[src/rtl/uart_pkg.sv]
// Shared types and helpers for the UART TX arbiter: state encoding and the
// round-robin pick used by the requester selector.
package uart_pkg;

  localparam int DEF_DATA_WIDTH = 8;
  localparam int MAX_REQ        = 8;

  typedef enum logic {
    IDLE = 1'b0,
    LOCK = 1'b1
  } arb_state_t;

  // First valid index found scanning ptr, ptr+1, ... modulo n (n <= MAX_REQ).
  function automatic logic [2:0] rr_pick(input logic [MAX_REQ-1:0] valid,
                                         input logic [2:0]         ptr,
                                         input int                 n);
    int         c;
    logic [2:0] cidx;
    logic       found;
    rr_pick = ptr;
    found   = 1'b0;
    for (int k = 0; k < MAX_REQ; k++) begin
      c    = (int'(ptr) + k) % n;
      cidx = 3'(c);
      if (k < n && !found && valid[cidx]) begin
        rr_pick = cidx;
        found   = 1'b1;
      end
    end
  endfunction

endpackage

[src/rtl/uart_tx_arbiter_if.sv]
// Requester-side byte handshake bundle: producers drive valid/data/last,
// the arbiter answers with a per-requester ready.
interface uart_tx_arbiter_if #(
  parameter int NUM_REQ    = 4,
  parameter int DATA_WIDTH = uart_pkg::DEF_DATA_WIDTH
);

  logic [NUM_REQ-1:0]            req_valid;
  logic [NUM_REQ*DATA_WIDTH-1:0] req_data;
  logic [NUM_REQ-1:0]            req_last;
  logic [NUM_REQ-1:0]            req_ready;

  modport master (output req_valid, req_data, req_last, input req_ready);
  modport slave  (input req_valid, req_data, req_last, output req_ready);

endinterface

[src/rtl/rr_arbiter.sv]
// Combinational round-robin selector: returns the first valid requester at or
// after ptr, plus whether any requester is valid at all.
module rr_arbiter
  import uart_pkg::*;
#(
  parameter  int NUM_REQ = 4,
  localparam int IDX_W   = $clog2(NUM_REQ)
) (
  input  logic [NUM_REQ-1:0] valid,
  input  logic [IDX_W-1:0]   ptr,
  output logic [IDX_W-1:0]   idx,
  output logic               any
);

  logic [2:0] pick;

  assign pick = rr_pick(MAX_REQ'(valid), 3'(ptr), NUM_REQ);
  assign idx  = IDX_W'(pick);
  assign any  = |valid;

endmodule

[src/rtl/uart_tx_arbiter.sv]
// Shares the UART TX FIFO write port among NUM_REQ byte producers with
// round-robin, packet-locked grants released on last, burst limit or idle timeout.
module uart_tx_arbiter
  import uart_pkg::*;
#(
  parameter  int DATA_WIDTH   = DEF_DATA_WIDTH,
  parameter  int NUM_REQ      = 4,
  parameter  int MAX_BURST    = 16,
  parameter  int IDLE_TIMEOUT = 64,
  localparam int IDX_W        = $clog2(NUM_REQ),
  localparam int BC_W         = $clog2(MAX_BURST + 1),
  localparam int IC_W         = $clog2(IDLE_TIMEOUT + 1)
) (
  input  logic                  UCLK,
  input  logic                  reset_n,
  uart_tx_arbiter_if.slave      req_if,
  output logic [DATA_WIDTH-1:0] W_data,
  output logic                  wr_uart,
  input  logic                  tx_full,
  output logic [IDX_W-1:0]      grant_id,
  output logic                  busy,
  output logic                  timeout_err
);

  arb_state_t            state;
  logic [IDX_W-1:0]      rr_ptr;
  logic [IDX_W-1:0]      pick_idx;
  logic                  pick_any;
  logic [IDX_W-1:0]      next_ptr;
  logic [BC_W-1:0]       byte_cnt;
  logic [IC_W-1:0]       idle_cnt;
  logic                  own_valid;
  logic                  own_last;
  logic [DATA_WIDTH-1:0] own_data;

  rr_arbiter #(.NUM_REQ(NUM_REQ)) u_rr (
    .valid (req_if.req_valid),
    .ptr   (rr_ptr),
    .idx   (pick_idx),
    .any   (pick_any)
  );

  always_comb begin
    own_data = '0;
    for (int i = 0; i < NUM_REQ; i++) begin
      if (grant_id == IDX_W'(i)) own_data = req_if.req_data[i*DATA_WIDTH +: DATA_WIDTH];
    end
  end

  assign own_valid = req_if.req_valid[grant_id];
  assign own_last  = req_if.req_last[grant_id];
  assign busy      = (state == LOCK);
  // Outputs derive from the state register so reset clears them without a clock edge.
  assign wr_uart   = busy & own_valid & ~tx_full;
  assign W_data    = busy ? own_data : '0;
  assign next_ptr  = (grant_id == IDX_W'(NUM_REQ - 1)) ? '0 : grant_id + 1'b1;

  always_comb begin
    req_if.req_ready = '0;
    if (busy && !tx_full) req_if.req_ready[grant_id] = 1'b1;
  end

  always_ff @(posedge UCLK or negedge reset_n) begin
    if (!reset_n) begin
      state       <= IDLE;
      grant_id    <= '0;
      rr_ptr      <= '0;
      byte_cnt    <= '0;
      idle_cnt    <= '0;
      timeout_err <= 1'b0;
    end else begin
      timeout_err <= 1'b0;
      case (state)
        IDLE: begin
          if (pick_any) begin
            grant_id <= pick_idx;
            byte_cnt <= '0;
            idle_cnt <= '0;
            state    <= LOCK;
          end
        end
        LOCK: begin
          if (wr_uart) begin
            idle_cnt <= '0;
            if (own_last || byte_cnt == BC_W'(MAX_BURST - 1)) begin
              state  <= IDLE;
              rr_ptr <= next_ptr;
            end else if (byte_cnt != BC_W'(MAX_BURST)) begin
              byte_cnt <= byte_cnt + 1'b1;
            end
          end else if (!own_valid) begin
            // A full FIFO with valid data is a stall, not idleness; only missing data counts.
            if (idle_cnt == IC_W'(IDLE_TIMEOUT - 1)) begin
              state       <= IDLE;
              rr_ptr      <= next_ptr;
              timeout_err <= 1'b1;
            end else if (idle_cnt != IC_W'(IDLE_TIMEOUT)) begin
              idle_cnt <= idle_cnt + 1'b1;
            end
          end
        end
        default: state <= IDLE;
      endcase
    end
  end

endmodule

[src/flat_wrapper.sv]
// flat-port wrapper written by rule: the top's interface ports become plain ports
module uart_tx_arbiter_flat import uart_pkg::*;
#(
  parameter  int DATA_WIDTH   = DEF_DATA_WIDTH,
  parameter  int NUM_REQ      = 4,
  parameter  int MAX_BURST    = 16,
  parameter  int IDLE_TIMEOUT = 64,
  localparam int IDX_W        = $clog2(NUM_REQ),
  localparam int BC_W         = $clog2(MAX_BURST + 1),
  localparam int IC_W         = $clog2(IDLE_TIMEOUT + 1)
)
  (UCLK, reset_n, W_data, wr_uart, tx_full, grant_id, busy, timeout_err, req_if_req_valid, req_if_req_data, req_if_req_last, req_if_req_ready);
  uart_tx_arbiter_if #(.NUM_REQ(NUM_REQ), .DATA_WIDTH(DATA_WIDTH)) req_if_i ();
  input  logic UCLK;
  input  logic reset_n;
  output logic [DATA_WIDTH-1:0] W_data;
  output logic wr_uart;
  input  logic tx_full;
  output logic [IDX_W-1:0] grant_id;
  output logic busy;
  output logic timeout_err;
  input wire logic [$bits(req_if_i.req_valid)-1:0] req_if_req_valid;
  input wire logic [$bits(req_if_i.req_data)-1:0] req_if_req_data;
  input wire logic [$bits(req_if_i.req_last)-1:0] req_if_req_last;
  output wire logic [$bits(req_if_i.req_ready)-1:0] req_if_req_ready;
  assign req_if_i.req_valid = req_if_req_valid;
  assign req_if_i.req_data = req_if_req_data;
  assign req_if_i.req_last = req_if_req_last;
  assign req_if_req_ready = req_if_i.req_ready;
  uart_tx_arbiter #(.DATA_WIDTH(DATA_WIDTH), .NUM_REQ(NUM_REQ), .MAX_BURST(MAX_BURST), .IDLE_TIMEOUT(IDLE_TIMEOUT)) u_core (.UCLK(UCLK), .reset_n(reset_n), .req_if(req_if_i), .W_data(W_data), .wr_uart(wr_uart), .tx_full(tx_full), .grant_id(grant_id), .busy(busy), .timeout_err(timeout_err));
endmodule
[config.mk]
export PLATFORM = sky130hd
export DESIGN_NAME = uart_tx_arbiter_flat
export DESIGN_NICKNAME = d
export VERILOG_FILES = /design/src/rtl/uart_pkg.sv /design/src/rtl/uart_tx_arbiter_if.sv /design/src/rtl/rr_arbiter.sv /design/src/rtl/uart_tx_arbiter.sv /design/src/flat_wrapper.sv
export SDC_FILE = /design/constraint.sdc
export NUM_CORES = 1
export LEC_CHECK = 0
export CAP_MARGIN = 20
export CORE_ASPECT_RATIO = 0.9
export CORE_MARGIN = 2
export CORE_UTILIZATION = 47
export CTS_CLUSTER_SIZE = 12
export DETAILED_ROUTE_END_ITERATION = 8
export PLACE_DENSITY_LB_ADDON = 0.08
export REMOVE_ABC_BUFFERS = 1
export SLEW_MARGIN = 0
export SYNTH_ARGS = -nofsm -noshare
export SYNTH_HDL_FRONTEND = slang
export SYNTH_SLANG_ARGS = --single-unit
export TNS_END_PERCENT = 30
[constraint.sdc]
create_clock -name UCLK -period 4 [get_ports UCLK]
set_clock_uncertainty 0.05 [all_clocks]
set_input_delay 0.8 -clock UCLK [delete_from_list [all_inputs] [get_ports UCLK]]
set_output_delay 0.8 -clock UCLK [all_outputs]
set_load 0.005 [all_outputs]
==> results of run 1 <==
-- cell usage after synthesis, drive strengths merged, types with 4 or more instances --
| cell | n |
|---|---|
| dfrtp | 18 |
| nand2 | 17 |
| inv | 15 |
| nor2b | 15 |
| a21oi | 14 |
| o21ai | 10 |
| and2 | 9 |
| ha | 9 |
| nor2 | 9 |
| nor3 | 7 |
| a221oi | 6 |
| clkbuf | 6 |
| nand3 | 4 |
| nand3b | 4 |
| o22ai | 4 |
| or3 | 4 |
-- placed cells by master, fill, tap and decap left out, types with 2 or more instances in the layout --
master	Yosys	routed
or2_2	2	2
ha_1	9	9
or3_1	4	4
nor3_1	7	7
and3_1	2	2
dfrtp_1	18	18
nand2_1	17	17
mux2i_1	3	3
inv_1	15	15
nor2_1	9	9
clkdlybuf4s50_1	0	59
nand3_1	4	4
and2_1	8	8
a21oi_1	14	14
mux2_2	2	2
o21ai_0	9	9
nand3b_1	4	4
a221oi_1	6	6
o211ai_1	3	3
nor2b_1	15	15
a22oi_1	3	3
clkbuf_4	0	3
o22ai_1	4	4
-- power breakdown --
part	internal [uW]	switching (uW)
sequential	224	84.3
clock	55.5	54.8
combinational	405	329
total	685	468
-- registers in the layout (all words and copies together) (netlist names) --
register and flops:
u_core.idle_cnt 7, u_core.byte_cnt 5, u_core.grant_id 2, u_core.rr_ptr 2, u_core.busy 1, u_core.timeout_err 1
-- cell families (layout without fill, tap and decap cells) --
group | after synthesis | after routing | synth area share
mux | 7 | 7 | 0.0657
buf+inv | 21 | 78 | 0.0511
fa+ha+maj | 9 | 9 | 0.0731
compound gates | 48 | 48 | 0.209
simple gates | 80 | 80 | 0.309
flops | 18 | 18 | 0.292
-- final timing paths --
check / slack, ps / start / endpoint / cells past startpoint
setup / recovery: 490 / u_core.grant_id[1] / W_data[2] / 8
hold / removal: 480 / u_core.idle_cnt[6] / u_core.idle_cnt[6] / 1
setup reg to reg: 1730 / u_core.grant_id[0] / u_core.rr_ptr[0] / 5
hold reg to reg: 480 / u_core.idle_cnt[6] / u_core.idle_cnt[6] / 1
max in group asynchronous: 2500 / reset_n / u_core.grant_id[1] / 1
min in group asynchronous: 910 / reset_n / u_core.timeout_err / 1
-- final cells by class --
cell class	count	area, sq um	area share
multi-input cells	144	1010	0.460
well taps	42	52.6	0.0239
inverters	15	56.3	0.0256
flip-flops and latches	18	450	0.205
repair buffers	59	591	0.269
clock buffers	4	36.3	0.0165
-- per-layer routing --
metal  track usage  routed length [um]  up-vias
met5             0                   0        -
met4        0.0578                  53        0
met3        0.0421                 177        6
met2         0.467                2270       47
met1         0.274                1690      755
li1              -                   -      779
-- per-stage QoR --
step                      cells  hold WS [ps]  cell area, sq um  utilization
final                       282           476              2200        0.711
after CTS                   282           473              2200        0.711
after floorplan             177           415              1520            -
after detailed placement    278           447              2160        0.700
after global routing        282           499              2200        0.711
after global placement      278           451              2160        0.700
==> results.txt, run 1 <==
The highest clock rate came out at 285 MHz. The overall die area is between 3000 and 4000 sq um. The static leakage came out at 0.000876 uW. The total clock buffers created by CTS is 3. The slowest stage of the critical path belongs to the cell clkdlybuf4s50_1. The total negative setup slack is 0 ps. The floorplan die height is slightly below 60 um.

The final HPWL from detailed placement came out at between 3000 and 4000 um. The cell sitting at the root of the clock tree is a clkbuf_4. The routed design could run at a clock period as short as 3510 ps. In this run the core area contains 19 standard-cell rows. The post-placement setup slack is 508 ps. For this run, the slowest stage of the critical path takes 500 ps. The hold violation count in the final report is 0. The sum of buffers and inverters on the critical path came out at 2. The initial core utilization came out at 0.499. The maximum net fanout on the critical path came out at 12. The tree built by TritonCTS fans out to 18 sinks. The minimum setup slack in the final design came out at just under 500 ps. The number of global-route vias before repair is 1556. The total power consumption of the routed design came out at 1150 uW. The count of buffers from port buffering came out at 59. The path class of the lowest-slack min-delay path is flop to flop. The critical path endpoint category is an output pin. The sequential share of the synthesized area is 0.292. Relative to the synthesized area, the layout overhead comes to 42.6%. The number of antenna violations at the first check in global routing is 0.

The number of max-slew violations in the final report was 0. The fraction of final layout cells with drive strength greater than 1 came out at 0.0583. The clock slew at the register clock pins of the worst setup and hold paths is 90 ps. The buffer depth of the longest clock path is 2. The setup fix buffers added after clock tree synthesis came out at 0.

The post-synthesis async set-or-reset flop share is 1.00. The largest voltage drop on the vdd net is 0.000329 V. The critical path is of the flop to output pin type.

The total of hold buffers inserted after clock tree synthesis came out at 0. The first detailed-routing pass ran for 4 iterations. The power density normalized to cell area came out at 525 nW/um^2. The final layout contains 293 nets. The arrival time reported for the critical path endpoint is between 2000 and 3000 ps. Among the stages of the critical path, the cell type that occurs most often is nor2b_1. The worst pin sits at a relative slew slack of 0.471. The critical path data required time is between 3000 and 4000 ps. The number of antenna cells inserted came out at 0. The cell area after synthesis came out at roughly 1500 sq um. The mean post-synth cell area is 8.42 sq um.

Setup repair after global routing left no endpoint under its margin. The insertion delay to the later sink of the worst-skew pair came out at 290 ps. The horizontal die dimension came out at 64.4 um. The largest area contributor in the synthesized netlist is dfrtp_1. The all-layer global routing usage came out at 0.240.

The critical path goes through inv_1, ha_1, nor2b_1, a221oi_1, nor3_1, a21oi_1, nor2b_1, clkdlybuf4s50_1. The number of distinct standard cells referenced by the synthesized netlist came out at 41. For the pin with the worst max-slew slack, the measured transition is 792 ps. The total DRC errors in the routed layout came out at 0. The instance count of the mapped netlist is ~180.

The pin count of the biggest net entering global routing came out at 20. Summed over all layers, the global routing overflow is 0. The number of placed I/O pins came out at 60. The detailed router's first-iteration violation count is 126. TritonCTS built the clock tree. The total via count after detailed routing came out at 1587. Synthesis inferred 18 register bits. The period utilization came out at 0.878. The layout filler cell count is 245. The run finished with clean final reports. Sorting the synthesized cells by area gives the leading types as dfrtp_1 (29%), ha_1 (7.3%), nor2b_1 (6.1%). The most used flip-flop cell after synthesis is dfrtp_1.

The number of warnings printed during yosys synthesis came out at 0. The worst setup path is launched from a flop. The final count of negative-setup-slack endpoints is 0. The number of max-capacitance violations reported is 0. In this run the remaining antenna-violating nets after routing total 0. The total wire length is 4190 um. The cell family contributing the most delay on the critical path is simple AND/OR/NAND/NOR gates. The first global-routing pass estimated 7090 um of wire. The region available for standard cell placement spans 3090 sq um. The number of gates given a new drive strength after cts came out at 0.

The routed via count divided by cell count came out at 5.63. The H-tree depth came out at 1. The wire length per cell after detailed routing is 14.9 um. The placer congestion estimate is 0.868. The number of enable flip-flop cells after synthesis came out at 0.

The fraction of synthesized cell area taken by the top area cell type came out at 0.292.
Power figures use the tool's default switching activity.
==> inputs of run 2 (changes only) <==
- CORE_UTILIZATION: 47 -> 62
- DONT_BUFFER_PORTS: unset -> 1
- TNS_END_PERCENT: 30 -> 10
==> results.txt, run 2 (synthesis gave the netlist of run 1 again) <==
The path class of the lowest-slack min-delay path is input pin to async pin. The count of nets left with antenna violations once routing finished came out at 0. The floorplan die height is 51.3 um.

In this run the power density over the cells is 597 nW/um^2. The register with the most flip-flops in the layout has 7 of them. Leaving out fill and tap cells, the most frequent cell in the layout is dfrtp_1. The insertion delay to the later sink of the worst-skew pair is approximately 300 ps. Gates resized during post-CTS repair numbered 0. The design area is 1590 sq um. In the layout the commonest cells are dfrtp_1 (18), nand2_1 (17), inv_1 (15), nor2b_1 (15), a21oi_1 (14). The routed via count divided by cell count is 6.50.

The worst setup path is launched from a flop. The critical path data required time came out at 3150 ps. The arrival time reported for the critical path endpoint is 2170 ps. The worst-case IR drop observed on VDD is 0.000432 V. The wire length per cell after detailed routing came out at 16.5 um.

The number of max-slew violations in the final report came to 0. For this run the aggregate overflow at the end of global routing stands at 0. Counting flops per register, the top entry is u_core.idle_cnt. The cell internal power dissipation is 519 uW.

The number of clock sinks is 18. At the end of the flow, the number of nets in the layout was 234. The sequential fraction of design power came out at 0.322. TritonCTS built the clock tree. In the final layout, the registers with the most flip-flops are u_core.idle_cnt: 7 flops, u_core.byte_cnt: 5 flops. The total of hold buffers inserted after clock tree synthesis is 0. The number of global-route vias before repair came to 1354. In this run, placement finished with an instance count of 205.

The final non-filler cell total is 209. The static leakage came out at 0.000650 uW. The count of buffers from port buffering came out at 0. The worst slew margin relative to its limit is 0.625. The total negative setup slack came out at 0 ps. The period utilization is 0.756. The total wire length came out at ~3500 um. The total via count after detailed routing came out at roughly 1400. The highest clock rate is 331 MHz. The area added between synthesis and finish is 3.17%. The detailed-routing iteration count for the pre-antenna-repair pass is 4. The detailed router's first-iteration violation count came out at 60. The run finished with clean final reports. Of all nets on the critical path, the largest fanout is 12.

For this configuration, the core starts out at a cell density of 0.641. In this run the core area contains 17 standard-cell rows. The share of total power dissipated in combinational logic is 0.555. The proportion of power drawn by the clock network came out at 0.123. The critical path is of the flop to output pin type.

The buffer depth of the longest clock path came out at 2. The proportion of total power due to net switching came out at 0.454. The final HPWL from detailed placement is 2540 um. The number of max-capacitance violations reported is 0. The pin count of the biggest net entering global routing is 20. The standard cell core area came out at approximately 2400 sq um. The transition at the pin with the smallest max-transition slack came out at 562 ps. The number of antenna violations at the first check in global routing is 0.

Summed over all nets, the switching power comes to 431 uW. The placed instance area is 1550 sq um. The shortest clock period the worst path allows after layout is 3020 ps. Setup repair after global routing left no endpoint under its margin. The number of placed I/O pins is 60.

The count of cells along the worst register-to-register path came out at 5. The number of antenna cells inserted is 0. The H-tree depth is 1.

The first-pass GRT wire length is 5900 um. After layout, the design draws a total of 950 uW. The total clock buffers created by CTS is 3.

The tree is rooted in a clkbuf_4. The number of setup buffers added after CTS is 0. The horizontal die dimension is around 57 um. In the global route stage, overall resource usage came out at 0.257. The clock slew at the register clock pins of the worst setup and hold paths is about 120 ps. The final count of negative-setup-slack endpoints came out at 0. The total DRC errors in the routed layout is 0.

The die covers between 2000 and 3000 sq um. The hold violation count in the final report was 0. In the final layout, the share of cells above drive strength 1 is 0.0773. Routability-driven placement finished with a final weighted congestion of 0.810. STA classifies the critical path endpoint as an output pin.
==> run 2: cell types whose count changed in the layout (fill, tap and decap cells not counted), sizes merged <==
cell,before,now
clkdlybuf4s50,59,0
==> run 2: cell type report <==
cell class,count,area [sq um]
inverter,15,56.3
clock buffer,4,36.3
multi-input combinational,144,1010
sequential,18,450
fill,210,813
tap,28,35.0
==> run 2: critical path, cell delays in order, from the launching register on <==
cell and delay (ps):
dfrtp_1 490, inv_1 100, ha_1 330, nor2b_1 390, a221oi_1 130, nor3_1 190
a21oi_1 80, nor2b_1 170
==> run 2: stage by stage <==
step,hold WS [ps],setup WS [ps],utilization
CTS,120,972,0.662
finish,120,976,0.662
global route,111,778,0.662
global placement,441,1440,0.647
floorplan,415,1550,-
detailed placement,454,1310,0.647
==> run 2: path summary, 6_finish.rpt <==
path	slack, ps	start	to
min in group UCLK	490	u_core.byte_cnt[0]	u_core.byte_cnt[0]
max in group asynchronous	3700	reset_n	u_core.byte_cnt[4]
min reg2reg	490	u_core.byte_cnt[0]	u_core.byte_cnt[0]
max reg2reg	1700	u_core.grant_id[0]	u_core.rr_ptr[1]
min	120	reset_n	u_core.idle_cnt[5]
max	980	u_core.grant_id[1]	W_data[0]
==> run 2: power groups by stage <==
stage               Combinational [uW]  Clock [uW]  Sequential (uW)
finish                             527         117              306
global route                       594         124              320
CTS                                526         118              306
detailed placement                 526           0              308
global placement                   497           0              306
floorplan                          440           0              286
==> run 2: layer usage <==
layer  vias to the layer above  track usage  share of wire
met3                         4       0.0633          0.068
met4                         0       0.0833         0.0078
li1                        659            -              -
met5                         -            0              0
met2                        52        0.448           0.50
met1                       643        0.312           0.42
